## config.mk

```make
export PLATFORM = sky130hd
export DESIGN_NAME = song_sequencer
export DESIGN_NICKNAME = d
export VERILOG_FILES = /design/src/rtl/song_sequencer.sv
export SDC_FILE = /design/constraint.sdc
export NUM_CORES = 1
export LEC_CHECK = 0
export CORE_ASPECT_RATIO = 1.5
export CORE_MARGIN = 3
export CORE_UTILIZATION = 45
export CTS_BUF_LIST = sky130_fd_sc_hd__clkbuf_4
export CTS_CLUSTER_DIAMETER = 150
export DETAILED_ROUTE_END_ITERATION = 7
export PLACE_DENSITY = 0.67
export SYNTH_ARGS = -nofsm -noshare
export SYNTH_HDL_FRONTEND = slang
export SYNTH_SLANG_ARGS = --single-unit
```

## constraint.sdc

```tcl
create_clock -name i_clk -period 5.4 [get_ports i_clk]
set_input_delay 1.08 -clock i_clk [delete_from_list [all_inputs] [get_ports i_clk]]
set_output_delay 1.08 -clock i_clk [all_outputs]
set_load 0.02 [all_outputs]
```

## src/rtl/song_sequencer.sv

```systemverilog
// Note sequencer: plays {rest, dur, key} entries from a small note RAM as
// key_on/key/duration gates, with start/stop/pause, looping and a done pulse.
module song_sequencer #(
  parameter int KEY_W       = 4,
  parameter int DUR_W       = 4,
  parameter int DEPTH       = 32,
  parameter int ADDR_W      = 5,
  parameter int UNIT_CYCLES = 12_500_000,
  parameter int GAP_CYCLES  = 1_250_000
) (
  input  logic                   i_clk,
  input  logic                   i_rst_n,
  input  logic                   i_wr_en,
  input  logic [ADDR_W-1:0]      i_wr_addr,
  input  logic [DUR_W+KEY_W:0]   i_wr_data,
  input  logic [ADDR_W:0]        i_song_len,
  input  logic                   i_start,
  input  logic                   i_stop,
  input  logic                   i_pause,
  input  logic                   i_loop,
  output logic                   o_key_on,
  output logic [KEY_W-1:0]       o_key,
  output logic [6:0]             o_duration,
  output logic                   o_playing,
  output logic [ADDR_W-1:0]      o_note_idx,
  output logic                   o_done
);

  localparam int CNT_W = $clog2((2**DUR_W) * UNIT_CYCLES + 1);
  localparam logic [CNT_W-1:0] UNIT_LEN = CNT_W'(UNIT_CYCLES);
  localparam logic [CNT_W-1:0] GAP_LEN  = CNT_W'(GAP_CYCLES);
  localparam logic [CNT_W-1:0] GAP_LOAD = CNT_W'(GAP_CYCLES - 1);
  localparam logic [CNT_W-1:0] CNT_ONE  = CNT_W'(1);

  typedef enum logic [2:0] {S_IDLE, S_FETCH, S_NOTE, S_GAP, S_END} state_t;

  state_t                r_state;
  state_t                w_nextState;
  logic [DUR_W+KEY_W:0]  r_mem [DEPTH];
  logic [CNT_W-1:0]      r_cnt;
  logic [ADDR_W-1:0]     r_idx;
  logic [KEY_W-1:0]      r_key;
  logic [DUR_W-1:0]      r_dur;
  logic                  r_rest;
  logic                  r_zeroDone;

  logic [DUR_W+KEY_W:0]  w_entry;
  logic [DUR_W-1:0]      w_effDur;
  logic [CNT_W-1:0]      w_noteLoad;
  logic                  w_lastNote;

  always_ff @(posedge i_clk) begin
    if (i_wr_en) r_mem[i_wr_addr] <= i_wr_data;
  end

  // A zero-length field plays as one beat unit; the gap is carved out of the note.
  assign w_entry    = r_mem[r_idx];
  assign w_effDur   = (w_entry[KEY_W +: DUR_W] == '0) ? DUR_W'(1) : w_entry[KEY_W +: DUR_W];
  assign w_noteLoad = CNT_W'(w_effDur) * UNIT_LEN - GAP_LEN - CNT_ONE;
  assign w_lastNote = ({1'b0, r_idx} + (ADDR_W+1)'(1)) >= i_song_len;

  always_ff @(posedge i_clk or negedge i_rst_n) begin
    if (!i_rst_n) r_state <= S_IDLE;
    else          r_state <= w_nextState;
  end

  always_comb begin
    w_nextState = r_state;
    if (i_stop) begin
      w_nextState = S_IDLE;
    end else if (!(i_pause && r_state != S_IDLE)) begin
      case (r_state)
        S_IDLE:  if (i_start && i_song_len != '0) w_nextState = S_FETCH;
        S_FETCH: w_nextState = S_NOTE;
        S_NOTE:  if (r_cnt == '0) w_nextState = S_GAP;
        S_GAP:   if (r_cnt == '0) w_nextState = (w_lastNote && !i_loop) ? S_END : S_FETCH;
        S_END:   w_nextState = S_IDLE;
        default: w_nextState = S_IDLE;
      endcase
    end
  end

  // Datapath follows the same stop > pause > normal priority as the state register.
  always_ff @(posedge i_clk or negedge i_rst_n) begin
    if (!i_rst_n) begin
      r_cnt      <= '0;
      r_idx      <= '0;
      r_key      <= '0;
      r_dur      <= '0;
      r_rest     <= 1'b0;
      r_zeroDone <= 1'b0;
    end else begin
      r_zeroDone <= 1'b0;
      if (i_stop) begin
        r_cnt <= '0;
        r_idx <= '0;
      end else if (r_state == S_IDLE) begin
        if (i_start) begin
          r_idx <= '0;
          if (i_song_len == '0) r_zeroDone <= 1'b1;
        end
      end else if (!i_pause) begin
        case (r_state)
          S_FETCH: begin
            r_key  <= w_entry[KEY_W-1:0];
            r_dur  <= w_effDur;
            r_rest <= w_entry[DUR_W+KEY_W];
            r_cnt  <= w_noteLoad;
          end
          S_NOTE: begin
            if (r_cnt == '0) r_cnt <= GAP_LOAD;
            else             r_cnt <= r_cnt - CNT_ONE;
          end
          S_GAP: begin
            if (r_cnt != '0)      r_cnt <= r_cnt - CNT_ONE;
            else if (!w_lastNote) r_idx <= r_idx + ADDR_W'(1);
            else if (i_loop)      r_idx <= '0;
          end
          default: ;
        endcase
      end
    end
  end

  always_comb begin
    o_key_on  = (r_state == S_NOTE) && !r_rest && !i_pause;
    o_playing = (r_state != S_IDLE);
    o_done    = ((r_state == S_END) && !i_pause) || r_zeroDone;
  end

  assign o_key      = r_key;
  assign o_duration = 7'(r_dur);
  assign o_note_idx = r_idx;

endmodule

```

==> results.yml <==
synthesis:
  synth_edf_count: 288
  synth-seq-cells: 334
  synthFlopType: "edfxtp_1"
  synth_top_area_cell: "edfxtp_1"
  synthArstFlopShare_pct: 13.8
  yosysUniqueCellTypes: 73
  syn-cell-area_um2: 15500
  synth_area_leaders: "edfxtp_1, mux4_2, dfrtp_1"
  synth_top_area_share_pct: 55.8
  yosysWarnings: 0
  avgSynthCellArea_um2: 14.7
  yosysSeqAreaShare_pct: 63.2
  syn_inst: 1051
global_route:
  grt_first_pass_wirelength_mm: 55.4
  grt-busiest-layer: "met2"
  grt_use_met3_pct: 3.93
  grt_max_degree: 47
  grt_pass1_vias: 10009
  use_met2_pct: 35.3
  grtUsageTotal_pct: 19.8
  grt.overflow.total: 0
  use_met1_pct: 23.1
  antenna_found_initial: 2
clock_network:
  clock_sinks: 334
  cts_hold_buf: 0
  insertion_delay_ps: 750
  cts-root-buf: "clkbuf_4"
  cts_buffer_depth: 3
  cts_tree: "yes"
  htree_levels: 3
  cts_buffers: 78
  clkSlewWorstSetupHoldPaths_ps: 70
critical_path:
  start_kind: "flop"
  crit_path_max_fanout: 8
  critical_path_required_ps: 6050
  critical_path.endpoint_type: "flop"
  criticalPathCategory: "reg -> reg"
  cp.arrival_ps: 5870
finish:
  final_cells: 1661
  drive_above_1_share_pct: 22.9
  final_nets: 1252
  fillers: 2828
  fin_area_um2: 17800
  syn_to_final_growth_pct: 15.0
placement:
  dp_hpwl_mm: 24.4
  placedInstanceArea_um2: 16700
  portBuffers: 42
  gp_congestion: 0.894
  place_inst: 1521
timing:
  relSlewSlack_pct: 13.0
  slew_viol_final: 0
  worst_pin_slew_ps: 1300
  fin_crit_sh_pct: 96.7
  hold_viol: 0
  fin_skew_ps: 59.9
  setup_viol: 0
  clock.fmax_ghz: 0.192
  period_minus_slack_ps: 5220
routing:
  drcViolationCount: 0
  drtIter0Drc: 657
  wire_per_inst_um: 21.4
  ant_nets: 0
  vias_per_cell: 5.79
  via_count: 9623
  dr.pass1.iters: 6
  wirelength_mm: 35.5
run_status:
  outcome: "finished clean"
die:
  io_pins: 46
  design.die.area_um2: 36700
  die_y_um: 233
  die_w_um: 158
  core_area_um2: 33700
  rows: 82
  initial_utilization_pct: 46.0
hold_path:
  hold_path.class: "in -> async"
power_and_ir_drop:
  p_leak_nw: 6.13
  power_density_nw_per_um2: 412
  peakVddDrop_mv: 0.169
job:
  cap_violations: 0
[cells by family after synthesis]
family	after synthesis	synth area share [%]
AOI/OAI and AO/OA	199	8.51
adders and majority gates	41	3.70
buffers and inverters	83	2.47
DFF	334	63.2
xor gates and xnor gates	27	1.53
other	1	0.0242
and+or+nand+nor	256	8.32
muxes	110	12.2
[cells in the final DEF, fill, tap and decap left out, types with 9 or more instances in the layout]
master,synthesis,routed
clkdlybuf4s50_1,0,41
o21a_1,14,13
xnor2_1,13,13
nor2_1,85,85
nor3_1,23,23
buf_4,8,56
mux4_2,63,63
o21ai_0,48,43
nand2_1,48,48
a22oi_1,21,21
ha_1,33,31
nor4_1,9,9
clkbuf_4,0,113
mux2i_1,45,43
nand3_1,22,22
dfrtp_1,46,44
a21o_1,10,10
xor2_1,14,13
a21oi_1,34,32
edfxtp_1,288,288
nor2b_1,11,10
inv_1,30,29
clkinv_1,0,14
[power breakdown]
group	leakage [nW]	total, mW	internal (mW)	switching, mW
logic	2.34	2.24	0.937	1.30
registers	3.20	3.07	2.94	0.127
clock network	0.589	2.03	1.07	0.965
[cells in the mapped netlist, drive strengths merged, types with 9 or more instances]
master / count
a21o: 10
a21oi: 34
a22oi: 21
buf: 23
clkbuf: 30
dfrtp: 46
edfxtp: 288
ha: 33
inv: 30
mux2i: 45
mux4: 63
nand2: 48
nand3: 22
nor2: 86
nor2b: 11
nor3: 24
nor4: 9
o21a: 14
o21ai: 51
xnor2: 13
xor2: 14
[layout make-up]
type	instances	area [um2]	area share (%)
flip-flops and latches	334	9810	55.0
multi-input cells	636	5410	30.3
repair buffers	104	957	5.37
clock buffers	113	848	4.76
well taps	420	526	2.95
clock inverters	22	165	0.927
inverters	30	113	0.632
diodes	2	5.00	0.0281
[timing repair]
item / in CTS / in global routing
setup buffers: 0 / 1
setup endpoints to repair: 0 / 6
gates resized for setup: 0 / 18
[worst paths after layout]
check / startpoint / end / slack, ps / depth (start not counted)
min: i_rst_n / r_dur[1] / 420 / 2
max in group asynchronous: i_rst_n / o_note_idx[0] / 4480 / 2
max: o_note_idx[1] / r_cnt[27] / 180 / 16
min reg2reg: r_dur[0] / r_dur[0] / 480 / 2
min in group i_clk: r_dur[0] / r_dur[0] / 480 / 2
max reg2reg: o_note_idx[1] / r_cnt[27] / 180 / 16
[through the flow]
stage	util [%]	TNS, ps	setup slack (ps)	hold WS (ps)	power (mW)
CTS	52.6	0	114	380	7.36
detailed placement	49.6	0	147	470	5.31
global route	53.0	-34.8	-34.8	413	7.79
global placement	49.6	0	212	462	5.28
floorplan	-	0	7.96	452	4.56
finish	53.0	0	179	420	7.34
[sequential cells by signal (all words and copies together) (netlist names)]
name and cells:
o_key 4, r_zeroDone 1, o_note_idx 5, r_mem 288, r_dur 4, r_cnt 28
r_rest 1, r_state 3
[metal layers]
metal	share of wire, %	wire [um]
met1	38	13500
met2	54	19200
met3	4.8	1690
met4	3.2	1130
met5	0	0
[worst max-delay path: stages, from the launching register on]
cell	delay [ps]
dfrtp_4	540
mux4_2	520
mux4_2	530
o21a_4	230
fa_2	480
fa_1	550
inv_1	90
fa_2	400
nor2b_2	150
o2111ai_2	200
a31oi_4	270
mux2i_1	210
nand4_1	130
nor2_1	130
o21ai_1	80
or3_1	370
a31o_2	230
Power figures use the tool's default switching activity.
